**src/rtl/fetch_if.sv**
```systemverilog
// Fetch-stage bus bundle: ROM address/data, redirect request and the {pc, instr} handshake to decode.
interface fetch_if;
  localparam int unsigned XLEN   = 32;
  localparam int unsigned ADDR_W = 29;

  logic [ADDR_W-1:0] imem_addr_o;
  logic [XLEN-1:0]   imem_instr_i;
  logic              redirect_valid_i;
  logic [XLEN-1:0]   redirect_pc_i;
  logic              instr_valid_o;
  logic              instr_ready_i;
  logic [XLEN-1:0]   instr_o;
  logic [XLEN-1:0]   pc_o;

  modport master (
    output imem_addr_o, instr_valid_o, instr_o, pc_o,
    input  imem_instr_i, redirect_valid_i, redirect_pc_i, instr_ready_i
  );

  modport slave (
    input  imem_addr_o, instr_valid_o, instr_o, pc_o,
    output imem_instr_i, redirect_valid_i, redirect_pc_i, instr_ready_i
  );
endinterface

```
**src/rtl/fetch_unit.sv**
```systemverilog
// Instruction fetch: owns the PC, reads a 1-cycle-latency ROM and queues {pc, instr}
// in a 2-entry buffer towards decode, with redirect flush of stale fetches.
module fetch_unit #(
  parameter logic [31:0] RESET_PC = 32'h0000_0000
) (
  input  logic    clk_i,
  input  logic    rst_i,
  fetch_if.master bus
);
  localparam int unsigned XLEN  = 32;
  localparam int unsigned OCC_W = 2;
  localparam logic [XLEN-1:0] RESET_PC_A = {RESET_PC[31:2], 2'b00};

  typedef struct packed {
    logic [XLEN-1:0] pc;
    logic [XLEN-1:0] instr;
  } entry_t;

  logic [XLEN-1:0]  pc_q, pc_d;
  logic             inflight_q, inflight_d;
  logic [XLEN-1:0]  inflight_pc_q, inflight_pc_d;
  entry_t           head_q, head_d;
  entry_t           tail_q, tail_d;
  logic [OCC_W-1:0] occ_q, occ_d;

  logic            redirect;
  logic            pop;
  logic            push;
  logic            issue;
  logic [2:0]      demand;
  logic [XLEN-1:0] redirect_pc;
  logic [XLEN-1:0] fetch_pc;
  entry_t          new_entry;
  logic            unused_bits;

  // Redirect is ignored while reset is held so the ROM address stays at RESET_PC.
  assign redirect    = bus.redirect_valid_i & ~rst_i;
  assign redirect_pc = {bus.redirect_pc_i[31:2], 2'b00};

  assign bus.instr_valid_o = (occ_q != '0) & ~redirect & ~rst_i;
  assign bus.instr_o       = head_q.instr;
  assign bus.pc_o          = head_q.pc;

  assign pop  = bus.instr_valid_o & bus.instr_ready_i;
  assign push = inflight_q & ~redirect;

  // Slots already committed after this cycle; a new read is only wanted if one stays free.
  assign demand = 3'(occ_q) + 3'(inflight_q) - 3'(pop);
  assign issue  = ~rst_i & (redirect | (demand < 3'd2));

  assign fetch_pc        = redirect ? redirect_pc : pc_q;
  assign bus.imem_addr_o = fetch_pc[30:2];

  assign new_entry = '{pc: inflight_pc_q, instr: bus.imem_instr_i};

  assign unused_bits = ^{bus.redirect_pc_i[1:0], fetch_pc[31], fetch_pc[1:0]};

  always_comb begin
    pc_d          = pc_q;
    inflight_d    = 1'b0;
    inflight_pc_d = inflight_pc_q;
    if (issue) begin
      inflight_d    = 1'b1;
      inflight_pc_d = fetch_pc;
      pc_d          = fetch_pc + XLEN'(4);
    end
  end

  // Shift-style buffer: pop moves tail to head, push fills the first free slot.
  always_comb begin
    head_d = head_q;
    tail_d = tail_q;
    occ_d  = occ_q;
    if (redirect) begin
      occ_d = '0;
    end else begin
      if (pop) begin
        head_d = tail_q;
        occ_d  = occ_q - OCC_W'(1);
      end
      if (push) begin
        if (occ_d == '0) begin
          head_d = new_entry;
        end else begin
          tail_d = new_entry;
        end
        occ_d = occ_d + OCC_W'(1);
      end
    end
  end

  always_ff @(posedge clk_i or posedge rst_i) begin
    if (rst_i) begin
      pc_q          <= RESET_PC_A;
      inflight_q    <= 1'b0;
      inflight_pc_q <= '0;
      head_q        <= '0;
      tail_q        <= '0;
      occ_q         <= '0;
    end else begin
      pc_q          <= pc_d;
      inflight_q    <= inflight_d;
      inflight_pc_q <= inflight_pc_d;
      head_q        <= head_d;
      tail_q        <= tail_d;
      occ_q         <= occ_d;
    end
  end

  a_no_overcommit: assert property (@(posedge clk_i) disable iff (rst_i)
    (3'(occ_q) + 3'(inflight_q)) <= 3'd2);

  a_head_stable: assert property (@(posedge clk_i) disable iff (rst_i)
    (bus.instr_valid_o && !bus.instr_ready_i) |=> ($stable(bus.pc_o) && $stable(bus.instr_o)));

endmodule

```
**src/flat_wrapper.sv**
```systemverilog
// flat-port wrapper written by rule: the top's interface ports become plain ports
module fetch_unit_flat 
#(
  parameter logic [31:0] RESET_PC = 32'h0000_0000
)
  (clk_i, rst_i, bus_imem_addr_o, bus_instr_valid_o, bus_instr_o, bus_pc_o, bus_imem_instr_i, bus_redirect_valid_i, bus_redirect_pc_i, bus_instr_ready_i);
  fetch_if bus_i ();
  input  logic clk_i;
  input  logic rst_i;
  output wire logic [$bits(bus_i.imem_addr_o)-1:0] bus_imem_addr_o;
  output wire logic [$bits(bus_i.instr_valid_o)-1:0] bus_instr_valid_o;
  output wire logic [$bits(bus_i.instr_o)-1:0] bus_instr_o;
  output wire logic [$bits(bus_i.pc_o)-1:0] bus_pc_o;
  input wire logic [$bits(bus_i.imem_instr_i)-1:0] bus_imem_instr_i;
  input wire logic [$bits(bus_i.redirect_valid_i)-1:0] bus_redirect_valid_i;
  input wire logic [$bits(bus_i.redirect_pc_i)-1:0] bus_redirect_pc_i;
  input wire logic [$bits(bus_i.instr_ready_i)-1:0] bus_instr_ready_i;
  assign bus_imem_addr_o = bus_i.imem_addr_o;
  assign bus_instr_valid_o = bus_i.instr_valid_o;
  assign bus_instr_o = bus_i.instr_o;
  assign bus_pc_o = bus_i.pc_o;
  assign bus_i.imem_instr_i = bus_imem_instr_i;
  assign bus_i.redirect_valid_i = bus_redirect_valid_i;
  assign bus_i.redirect_pc_i = bus_redirect_pc_i;
  assign bus_i.instr_ready_i = bus_instr_ready_i;
  fetch_unit #(.RESET_PC(RESET_PC)) u_core (.clk_i(clk_i), .rst_i(rst_i), .bus(bus_i));
endmodule
```
**config.mk**
```make
export PLATFORM = sky130hd
export DESIGN_NAME = fetch_unit_flat
export DESIGN_NICKNAME = d
export VERILOG_FILES = /design/src/rtl/fetch_if.sv /design/src/rtl/fetch_unit.sv /design/src/flat_wrapper.sv
export SDC_FILE = /design/constraint.sdc
export NUM_CORES = 1
export LEC_CHECK = 0
export BUFFER_PORTS_ARGS = -buffer_cell sky130_fd_sc_hd__buf_2
export CAP_MARGIN = 20
export CORE_ASPECT_RATIO = 0.9
export CORE_MARGIN = 1.5
export CORE_UTILIZATION = 55
export CTS_BUF_LIST = sky130_fd_sc_hd__clkbuf_4 sky130_fd_sc_hd__clkbuf_8 sky130_fd_sc_hd__clkbuf_16
export DETAILED_ROUTE_END_ITERATION = 16
export PLACE_DENSITY = 0.81
export SYNTH_ARGS = -nofsm -noshare
export SYNTH_HDL_FRONTEND = slang
export SYNTH_SLANG_ARGS = --single-unit
```
**constraint.sdc**
```tcl
create_clock -name clk_i -period 10 [get_ports clk_i]
set_clock_uncertainty 0.2 [all_clocks]
set_input_delay 2.5 -clock clk_i [delete_from_list [all_inputs] [get_ports clk_i]]
set_output_delay 2.5 -clock clk_i [all_outputs]
set_load 0.01 [all_outputs]
```
==> qor_table.md, run 1 <==
| Quantity | This run |
| --- | --- |
| Layout cell share with drive strength beyond 1 | 27.34% |
| Max Fclk | 0.1449 GHz |
| Root buffer cell | sky130_fd_sc_hd__clkbuf_16 |
| Number of fillers in the final layout | 1324 |
| Global-route usage over all layers | 24.95% |
| Data arrival time of the worst path | 4.20 ns |
| Worst min-delay path startpoint | u_core.pc_q[29] |
| Unrepaired setup endpoints after global routing | no |
| DIE AREA | 0.01722 mm2 |
| Required time reported for the critical path endpoint | 7.30 ns |
| Final-stage net count | 1117 |
| Die Span X | 138.1 um |
| Final standard cell count with taps included and fillers excluded | 1267 |
| Fin Setup TNS | 0 ns |
| Number of levels in the clock H-tree | 4 |
| Worst r2r dst | u_core.pc_q[26] |
| Most common library cell in the layout ignoring fill and taps | sky130_fd_sc_hd__nand2_1 |
| Pre-antenna DRT Iters | 6 |
| Max-slew headroom at the worst pin | 36.09% |
| Cell total after placement | 1232 |
| Quantity of hold-fixing buffers added after cts | 0 |
| I/O pin cnt | 162 |
| Fraction of registers with async set/reset | 100.0% |
| Slowest stage cell, crit path | sky130_fd_sc_hd__mux2i_1 |
| WHS Path Cells | 2 |
| Maximum net fanout on the critical path | 35 |
| Worst min path class | reg -> reg |
| Synthesis-stage register bit count | 189 |
| CP dominant cell by count | sky130_fd_sc_hd__buf_2 |
| Average detailed-routed wire length per instance | 16.27 um |
| Number of clock buffers inserted by TritonCTS | 17 |
| Reg2Reg Depth | 16 |
| Number of clock sinks | 189 |
| Count of vias placed by the detailed router | 6927 |
| Total Wirelength | 20610 um |
| Worst Setup Slack post-DPL | 3.146 ns |
| DRC violation count after routing | 0 |
| Cell area power density | 308.5 mW/mm2 |
| Post-Synthesis Mean Instance Area | 9.617 um2 |
| Sequence of cells on the critical path | buf_2 -> nor2b_4 -> buf_4 -> mux2i_1 -> inv_1 -> buf_2 |
| Initial Utilization | 56.04% |
| Vias in the first global route | 6838 |
| Detail-routed via count per cell | 5.467 |
| Post-synthesis cell count | 940 |
| Vert. Die Dim | 124.6 um |
| Remaining global-route overflow | 0 |
| Half-perimeter wire length after detailed placement | 13270 um |
| Leading cell types in the layout, fill and taps excluded | 296 x sky130_fd_sc_hd__nand2_1, 189 x sky130_fd_sc_hd__dfrtp_1, 159 x sky130_fd_sc_hd__buf_2, 73 x sky130_fd_sc_hd__nor2_1, 65 x sky130_fd_sc_hd__mux2_2 |
| TritonCTS clock tree | yes |
| Total setup violations reported at the end of the flow | 0 |
| Worst-margin pin slew | 0.9586 ns |
| Max cap viols | 0 |
| Area post-placement | 0.009741 mm2 |
| Outcome | finished, final reports clean |
| Number of synthesized flops with an enable pin | 0 |
| Drt first-iter violations | 394 |
| Crit. End Element | primary output |
| Area Growth Syn to Fin | 14.57% |
| Clock Path Buffers | 2 |
| Power after layout | 3.195 mW |
| Post-DRT Antenna Nets | 0 |
| Setup fix buffers added after clock tree synthesis | 0 |
| Cell type contributing the most total cell area after synthesis | sky130_fd_sc_hd__dfrtp_1 |
| Pin count of the biggest net entering global routing | 122 |
| Terminating pin of the worst hold path | u_core.pc_q[29] |
| I/O Buffers | 159 |
| IR Drop Worst-Case VDD | 0.1812 mV |
| Crit path setup slack, layout | 3.099 ns |
| Area share of the largest cell type after synthesis | 52.32% |
| Part of the cycle the worst path needs | 69.01% |
| Min Tclk post-route | 6.901 ns |
| Number of distinct library cell variants in the gate-level netlist after synthesis | 47 |
| Category of the critical setup timing path | in -> out |
| Slew Viols, Final | 0 |
| Netlist area before placement | 0.009040 mm2 |
| Yosys warning total | 0 |
| Dominant cells by area after synthesis | sky130_fd_sc_hd__dfrtp_1 52%, sky130_fd_sc_hd__nand2_1 12%, sky130_fd_sc_hd__mux2_2 8.1% |
| Clock transition at the registers of the reported paths | 0.07 ns |
| Number of antenna violations at the first check in global routing | 5 |
| Hold Violations, Final | 0 |
| Worst flop-to-flop path startpoint | u_core.occ_q[1] |
| Number of nets in the synthesized netlist | 1013 |
| Flip-flop cell with the highest count after synthesis | sky130_fd_sc_hd__dfrtp_1 |
| Standard cell core area | 0.01613 mm2 |
| Critical path launch point type | primary input |
| Area of all placed cells without fillers | 0.01036 mm2 |
| Cell leakage power | 5.070 nW |
| Rows | 44 |
| Placer congestion estimate | 0.8270 |
| Worst reg-to-reg setup slack | 5.45 ns |
| Skew-Pair Late Insertion Delay | 0.43 ns |
| Post-cts gate resize count | 0 |
| Sequential element share of the synthesized area | 52.32% |
| Crit-path max cell delay | 0.56 ns |
| First-pass GRT wire length | 34460 um |
-- critical path: cells and delay by family --
| family | cells | cell delay [ns] |
|---|---|---|
| buffers and inverters | 4 | 1.01 |
| muxes | 1 | 0.56 |
| and+or+nand+nor | 1 | 0.11 |
-- stage by stage --
stage          hold slack, ns  utilization [%]
2_1_floorplan          0.2380                -
3_3_place_gp           0.2542            60.39
3_5_place_dp           0.2751            60.39
4_1_cts                0.2908            64.16
5_1_grt                0.3191            64.18
6_report               0.2871            64.21
-- sequential cells by signal (all words and copies together) (netlist names) --
name / count
u_core.bus.instr_o: 32
u_core.bus.pc_o: 32
u_core.inflight_pc_q: 30
u_core.inflight_q: 1
u_core.occ_q: 2
u_core.pc_q: 30
u_core.tail_q: 62
-- synth_stat cells (all sizes together), types with 10 or more instances --
cell / count
nand2: 297
dfrtp: 189
nor2: 73
mux2: 65
a31oi: 64
buf: 47
clkbuf: 35
o21ai: 33
mux2i: 27
xnor2: 22
inv: 18
and3: 10
-- worst max-delay path by stage --
stage | start | end | slack, ns | depth (start not counted)
4_1_cts | rst_i | bus_imem_addr_o[12] | 3.13 | 6
3_5_place_dp | rst_i | bus_imem_addr_o[12] | 3.15 | 6
5_1_grt | rst_i | bus_imem_addr_o[12] | 3.00 | 6
2_1_floorplan | rst_i | u_core.bus.instr_o[0] | 2.16 | 1
6_report | rst_i | bus_imem_addr_o[12] | 3.10 | 6
3_3_place_gp | rst_i | bus_imem_addr_o[12] | 3.14 | 6
-- layer usage --
metal / global-route usage, % / vias to the layer above / routed length (um)
met3: 6.882 / 24 / 1263
met4: 6.811 / 4 / 262
met2: 39.45 / 203 / 9657
met5: 0 / - / 22
met1: 34.10 / 3377 / 9408
li1: - / 3319 / -
-- cell type report --
| cell class | count | area, um2 | share of cell area (%) |
|---|---|---|---|
| diodes | 3 | 7.507 | 0.07248 |
| repair buffers | 167 | 855.8 | 8.263 |
| clock inverters | 14 | 170.2 | 1.643 |
| clock buffers | 18 | 439.2 | 4.240 |
| well taps | 207 | 259.0 | 2.501 |
| multi-input cells | 651 | 3821 | 36.89 |
| inverters | 18 | 75.07 | 0.7248 |
| flip-flops and latches | 189 | 4730 | 45.66 |
-- power by group --
part / internal (mW) / leakage, nW / switching (mW) / total, mW
clock: 0.366 / 0.300 / 0.328 / 0.694
sequential: 1.13 / 2.32 / 0.224 / 1.36
combinational: 0.496 / 2.45 / 0.649 / 1.14
-- cell families after synthesis --
family                   count (synthesis)  synth area share (%)
AO/OA/AOI/OAI                          114                 7.668
AND/OR/NAND/NOR                        417                 19.61
adder cells (fa/ha/maj)                  5                0.7751
flip-flops                             189                 52.32
multiplexers                            92                 11.64
XOR/XNOR                                23                 2.228
buffers and inverters                  100                 5.758
(Power assumes the default switching activity.)
==> run 2: changes to the inputs <==
==> constraint.sdc (replaced) <==
create_clock -name clk_i -period 6.39 [get_ports clk_i]
set_clock_uncertainty 0.2 [all_clocks]
set_input_delay 1.5975 -clock clk_i [delete_from_list [all_inputs] [get_ports clk_i]]
set_output_delay 1.5975 -clock clk_i [all_outputs]
set_load 0.01 [all_outputs]
==> qor_table.md, run 2 (synthesis results as in run 1) <==
| Quantity | This run | Delta |
| --- | --- | --- |
| Die Span X | 138.1 um | unchanged |
| Fin Setup TNS | 0 ns | unchanged |
| Worst r2r dst | u_core.pc_q[26] | unchanged |
| Layout cell share with drive strength beyond 1 | 27.82% | was 27.34% |
| Half-perimeter wire length after detailed placement | 13680 um | was 13270 um |
| Outcome | finished, final reports clean | unchanged |
| Maximum net fanout on the critical path | 25 | was 35 |
| Total Wirelength | 20730 um | was 20610 um |
| Max Fclk | 0.2020 GHz |  |
| Clock transition at the registers of the reported paths | 0.07 ns | about the same |
| Number of fillers in the final layout | 1304 | was 1324 |
| I/O Buffers | 159 | unchanged |
| TritonCTS clock tree | yes | unchanged |
| Worst flop-to-flop path startpoint | u_core.occ_q[1] | unchanged |
| Clock Path Buffers | 2 | unchanged |
| Crit. End Element | primary output | unchanged |
| Max cap viols | 0 | unchanged |
| Placer congestion estimate | 0.8887 | was 0.8270 |
| Total setup violations reported at the end of the flow | 0 | unchanged |
| Hold Violations, Final | 0 | unchanged |
| Average detailed-routed wire length per instance | 16.26 um | was 16.27 um |
| Required time reported for the critical path endpoint | 4.59 ns | was 7.30 ns |
| Flip-flop count of the largest register, all copies and words added | 62 | unchanged |
| Pre-antenna DRT Iters | 5 | was 6 |
| Remaining global-route overflow | 0 | unchanged |
| Power after layout | 5.006 mW | was 3.195 mW |
| Crit-path max cell delay | 0.67 ns | was 0.56 ns |
| Worst-margin pin slew | 0.9658 ns | was 0.9586 ns |
| Slew Viols, Final | 0 | unchanged |
| Cell leakage power | 5.097 nW | was 5.070 nW |
| Number of clock sinks | 189 | unchanged |
| Max-slew headroom at the worst pin | 35.61% | was 36.09% |
| IR Drop Worst-Case VDD | 0.2720 mV | was 0.1812 mV |
| Pin count of the biggest net entering global routing | 99 | was 122 |
| Slowest stage cell, crit path | sky130_fd_sc_hd__nand2b_2 | was sky130_fd_sc_hd__mux2i_1 |
| Skew-Pair Late Insertion Delay | 0.43 ns | about the same |
| Number of antenna violations at the first check in global routing | 5 | unchanged |
| DIE AREA | 0.01722 mm2 | unchanged |
| Multi-input gate area | 0.003821 mm2 | unchanged |
| Top cell family by delay on the critical path | simple AND/OR/NAND/NOR gates | was buffers and inverters |
| Register bank with the most flops | u_core.tail_q | unchanged |
| Worst min-delay path startpoint | u_core.pc_q[8] | was u_core.pc_q[29] |
| Number of buffer and inverter stages on the critical path | 3 | was 4 |
| Root buffer cell | sky130_fd_sc_hd__clkbuf_16 | unchanged |
| I/O pin cnt | 162 | unchanged |
| Reg2Reg Depth | 15 | was 16 |
| Worst min path class | reg -> reg | unchanged |
| Standard cell core area | 0.01613 mm2 | unchanged |
| Unrepaired setup endpoints after global routing | no | unchanged |
| Count of vias placed by the detailed router | 6959 | was 6927 |
| Rows | 44 | unchanged |
| Detail-routed via count per cell | 5.458 | was 5.467 |
| Worst reg-to-reg setup slack | 2.49 ns | was 5.45 ns |
| Post-cts gate resize count | 0 | unchanged |
| Leading cell types in the layout, fill and taps excluded | 296 x sky130_fd_sc_hd__nand2_1, 189 x sky130_fd_sc_hd__dfrtp_1, 159 x sky130_fd_sc_hd__buf_2, 73 x sky130_fd_sc_hd__nor2_1, 65 x sky130_fd_sc_hd__mux2_2 | unchanged |
| Initial Utilization | 56.04% | unchanged |
| WHS Path Cells | 2 | unchanged |
| Terminating pin of the worst hold path | u_core.pc_q[8] | was u_core.pc_q[29] |
| Sequence of cells on the critical path | buf_2 -> nand2b_2 -> buf_4 -> nand2_1 -> nand2_1 -> buf_2 | was buf_2 -> nor2b_4 -> buf_4 -> mux2i_1 -> inv_1 -> buf_2 |
| Setup fix buffers added after clock tree synthesis | 0 | unchanged |
| Vert. Die Dim | 124.6 um | unchanged |
| Post-DRT Antenna Nets | 0 | unchanged |
| First-pass GRT wire length | 34380 um | was 34460 um |
| DRC violation count after routing | 0 | unchanged |
| Cell area power density | 480.0 mW/mm2 | was 308.5 mW/mm2 |
| Share of the core filled with cells in the final layout | 64.66% | was 64.21% |
| Most common library cell in the layout ignoring fill and taps | sky130_fd_sc_hd__nand2_1 | unchanged |
| Final-stage net count | 1124 | was 1117 |
| Area Growth Syn to Fin | 15.38% | was 14.57% |
| Drt first-iter violations | 433 | was 394 |
| Critical path launch point type | primary input | unchanged |
| Vias in the first global route | 6752 | was 6838 |
| Min Tclk post-route | 4.951 ns |  |
| Number of clock buffers inserted by TritonCTS | 17 | unchanged |
| Number of levels in the clock H-tree | 4 | unchanged |
| Data arrival time of the worst path | 3.15 ns | was 4.20 ns |
| FF+latch area | 0.004730 mm2 | unchanged |
| Category of the critical setup timing path | in -> out | unchanged |
| Quantity of hold-fixing buffers added after cts | 0 | unchanged |
| Part of the cycle the worst path needs | 77.47% |  |
| Global-route usage over all layers | 25.18% | was 24.95% |
-- run 2: cell types whose count changed in the layout (fill, tap and decap cells not counted), sizes merged --
cell	change
inv	-3
diode	+1
clkinvlp	+3
buf	+7
-- run 2: per-layer routing --
layer	track usage, %	part of all wire, %
met1	34.07	45
met2	40.12	47
met3	6.421	5.9
met4	7.864	1.7
met5	0	0.13
-- run 2: cell type report --
class,instances,area share [%]
clock buffer,18,4.211
clock inverter,14,1.643
timing repair buffer,174,8.901
sequential,189,45.35
multi-input combinational,651,36.64
inverter,18,0.6838
tap,207,2.483
antenna,4,0.09597
-- run 2: per-stage QoR --
stage	instances	hold WS (ns)	instance area [um2]	setup slack, ns
after floorplan	940	0.2380	9044	1.387
after global placement	1238	0.2544	9782	1.472
after detailed placement	1238	0.2552	9782	1.436
after CTS	1270	0.2711	10390	1.435
after global routing	1273	0.2913	10430	1.330
final	1275	0.2663	10430	1.439
-- run 2: worst max path at each step --
stage	slack, ns	cells after the start	end	start
floorplan	1.39	15	u_core.pc_q[31]	rst_i
global placement	1.47	6	bus_imem_addr_o[7]	bus_redirect_valid_i
detailed placement	1.44	14	u_core.pc_q[26]	rst_i
finish	1.44	6	bus_imem_addr_o[8]	rst_i
global route	1.33	6	bus_imem_addr_o[10]	rst_i
CTS	1.44	6	bus_imem_addr_o[13]	rst_i
-- run 2: where the power goes --
group          leakage, nW  total, mW  internal (mW)  switching, mW
registers             2.32       2.12           1.77          0.349
clock network        0.292       1.08          0.571          0.509
logic                 2.49       1.80          0.784           1.02
-- run 2: worst min-delay path, stage by stage (launching register included) --
cell and delay [ns]:
sky130_fd_sc_hd__dfrtp_1 0.34, sky130_fd_sc_hd__nand2_1 0.05, sky130_fd_sc_hd__nand2_1 0.04
==> run 3: changes to the inputs <==
--- a/config.mk
+++ b/config.mk
@@ -9,10 +9,10 @@
 export CAP_MARGIN = 20
 export CORE_ASPECT_RATIO = 0.9
 export CORE_MARGIN = 1.5
-export CORE_UTILIZATION = 55
+export CORE_UTILIZATION = 51
 export CTS_BUF_LIST = sky130_fd_sc_hd__clkbuf_4 sky130_fd_sc_hd__clkbuf_8 sky130_fd_sc_hd__clkbuf_16
 export DETAILED_ROUTE_END_ITERATION = 16
-export PLACE_DENSITY = 0.81
+export PLACE_DENSITY = 0.79
 export SYNTH_ARGS = -nofsm -noshare
 export SYNTH_HDL_FRONTEND = slang
 export SYNTH_SLANG_ARGS = --single-unit
==> constraint.sdc (replaced) <==
create_clock -name clk_i -period 4.25 [get_ports clk_i]
set_clock_uncertainty 0.2 [all_clocks]
set_input_delay 1.0625 -clock clk_i [delete_from_list [all_inputs] [get_ports clk_i]]
set_output_delay 1.0625 -clock clk_i [all_outputs]
set_load 0.01 [all_outputs]
==> qor_table.md, run 3 (synthesis results as in run 1) <==
| Quantity | This run | Delta |
| --- | --- | --- |
| Die Span X | 143.3 um | was 138.1 um |
| Setup fix buffers added after clock tree synthesis | 0 | unchanged |
| Initial Utilization | 52.81% | was 56.04% |
| Max Fclk | 0.2599 GHz |  |
| WHS Path Cells | 2 | unchanged |
| Category of the critical setup timing path | in -> out | unchanged |
| Flip-flop count of the largest register, all copies and words added | 62 | unchanged |
| Detail-routed via count per cell | 5.415 | was 5.458 |
| Half-perimeter wire length after detailed placement | 14400 um | was 13680 um |
| Layout cell share with drive strength beyond 1 | 28.65% | was 27.82% |
| Slowest stage cell, crit path | sky130_fd_sc_hd__nor2b_4 | was sky130_fd_sc_hd__nand2b_2 |
| Worst-case hold slack | 0.2857 ns | was 0.2663 ns |
| Power after layout | 7.544 mW | was 5.006 mW |
| DRC violation count after routing | 0 | unchanged |
| Worst-margin pin slew | 0.8366 ns | was 0.9658 ns |
| Worst min-delay path startpoint | u_core.pc_q[29] | was u_core.pc_q[8] |
| I/O pin cnt | 162 | unchanged |
| Cell area power density | 711.8 mW/mm2 | was 480.0 mW/mm2 |
| Global-route usage over all layers | 24.20% | was 25.18% |
| Placer congestion estimate | 0.8653 | was 0.8887 |
| Root buffer cell | sky130_fd_sc_hd__clkbuf_16 | unchanged |
| Fin Setup TNS | 0 ns | unchanged |
| Worst flop-to-flop path startpoint | u_core.occ_q[1] | unchanged |
| Crit. End Element | primary output | unchanged |
| Most common library cell in the layout ignoring fill and taps | sky130_fd_sc_hd__nand2_1 | unchanged |
| CP dominant cell by count | sky130_fd_sc_hd__buf_2 |  |
| Total setup violations reported at the end of the flow | 0 | unchanged |
| Register bank with the most flops | u_core.tail_q | unchanged |
| Hold Violations, Final | 0 | unchanged |
| IR Drop Worst-Case VDD | 0.3301 mV | was 0.2720 mV |
| Final-stage net count | 1135 | was 1124 |
| Post-cts gate resize count | 0 | unchanged |
| Share of the core filled with cells in the final layout | 61.92% | was 64.66% |
| Quantity of hold-fixing buffers added after cts | 0 | unchanged |
| Post-DRT Antenna Nets | 0 | unchanged |
| Cell leakage power | 5.162 nW | was 5.097 nW |
| Vert. Die Dim | 129.3 um | was 124.6 um |
| Drt first-iter violations | 373 | was 433 |
| Min Tclk post-route | 3.848 ns |  |
| Outcome | finished, final reports clean | unchanged |
| Part of the cycle the worst path needs | 90.53% |  |
| Skew-Pair Late Insertion Delay | 0.44 ns | was 0.43 ns |
| Vias in the first global route | 6796 | was 6752 |
| First-pass GRT wire length | 34750 um | was 34380 um |
| Max cap viols | 0 | unchanged |
| Crit-path max cell delay | 0.50 ns | was 0.67 ns |
| Terminating pin of the worst hold path | u_core.pc_q[29] | was u_core.pc_q[8] |
| Rows | 45 | was 44 |
| Clock Path Buffers | 2 | unchanged |
| Number of clock buffers inserted by TritonCTS | 17 | unchanged |
| Worst min path class | reg -> reg | unchanged |
| TritonCTS clock tree | yes | unchanged |
| Standard cell core area | 0.01712 mm2 | was 0.01613 mm2 |
| Sequence of cells on the critical path | buf_2 -> nor2b_4 -> buf_4 -> mux2i_1 -> inv_1 -> buf_2 | was buf_2 -> nand2b_2 -> buf_4 -> nand2_1 -> nand2_1 -> buf_2 |
| Number of levels in the clock H-tree | 4 | unchanged |
| Worst r2r dst | u_core.pc_q[26] | unchanged |
| Unrepaired setup endpoints after global routing | no | unchanged |
| Number of fillers in the final layout | 1453 | was 1304 |
| Maximum net fanout on the critical path | 17 | was 25 |
| Number of buffer and inverter stages on the critical path | 4 | was 3 |
| Data arrival time of the worst path | 2.59 ns | was 3.15 ns |
| Area Growth Syn to Fin | 17.23% | was 15.38% |
| Reg2Reg Depth | 15 | unchanged |
| Worst reg-to-reg setup slack | 0.79 ns | was 2.49 ns |
| Leading cell types in the layout, fill and taps excluded | 296 x sky130_fd_sc_hd__nand2_1, 189 x sky130_fd_sc_hd__dfrtp_1, 159 x sky130_fd_sc_hd__buf_2, 73 x sky130_fd_sc_hd__nor2_1, 65 x sky130_fd_sc_hd__mux2_2 | unchanged |
| Pin count of the biggest net entering global routing | 67 | was 99 |
| Clock transition at the registers of the reported paths | 0.07 ns | about the same |
| Required time reported for the critical path endpoint | 2.99 ns | was 4.59 ns |
| Top cell family by delay on the critical path | buffers and inverters | was simple AND/OR/NAND/NOR gates |
| Total Wirelength | 21310 um | was 20730 um |
| Average detailed-routed wire length per instance | 16.24 um | was 16.26 um |
| DIE AREA | 0.01853 mm2 | was 0.01722 mm2 |
| Max-slew headroom at the worst pin | 44.11% | was 35.61% |
| Remaining global-route overflow | 0 | unchanged |
| Pre-antenna DRT Iters | 5 | unchanged |
| Count of vias placed by the detailed router | 7105 | was 6959 |
| Number of antenna violations at the first check in global routing | 3 | was 5 |
| I/O Buffers | 159 | unchanged |
| Slew Viols, Final | 0 | unchanged |
| Number of clock sinks | 189 | unchanged |
| Critical path launch point type | primary input | unchanged |
==> run 3: layout make-up <==
type                    count  area, um2  share of cell area [%]
diodes                      2      5.005                 0.04723
multi-input cells         651       3826                   36.10
clock buffers              19      440.4                   4.156
inverters                  18      71.32                  0.6730
repair buffers            185       1104                   10.41
clock inverters            13      127.6                   1.204
well taps                 235      294.0                   2.774
flip-flops and latches    189       4730                   44.63
==> run 3: worst min-delay path: cells and delay by family (launching register included) <==
family          cells  cell delay [ns]
flops               1             0.34
simple gates        1             0.06
compound gates      1             0.05
==> run 3: per-stage QoR <==
step / instance area, um2 / setup slack, ns / std cells
finish: 10600 / 0.4025 / 1312
global route: 10600 / 0.2997 / 1311
CTS: 10590 / 0.4162 / 1310
detailed placement: 10020 / 0.2745 / 1278
global placement: 10020 / 0.3198 / 1278
floorplan: 9050 / 0.01446 / 940
==> run 3: layer usage <==
layer | global-route usage [%] | part of all wire (%) | up-vias
li1 | - | - | 3366
met2 | 39.59 | 46 | 217
met5 | 0 | 0.061 | -
met4 | 6.783 | 1.5 | 2
met1 | 32.24 | 45 | 3494
met3 | 6.135 | 6.8 | 26
==> run 3: worst max path at each step <==
stage	start	to	slack (ns)	cells after the start
final	bus_redirect_valid_i	bus_imem_addr_o[7]	0.40	6
after global routing	bus_redirect_valid_i	bus_imem_addr_o[7]	0.30	6
after CTS	bus_redirect_valid_i	bus_imem_addr_o[21]	0.42	6
after detailed placement	rst_i	u_core.pc_q[26]	0.27	14
after global placement	rst_i	u_core.pc_q[26]	0.32	14
after floorplan	rst_i	u_core.pc_q[31]	0.01	15
==> run 3: where the power goes <==
group,total [mW],internal [mW],switching (mW)
clock network,1.53,0.787,0.743
logic,2.82,1.26,1.57
registers,3.19,2.67,0.525
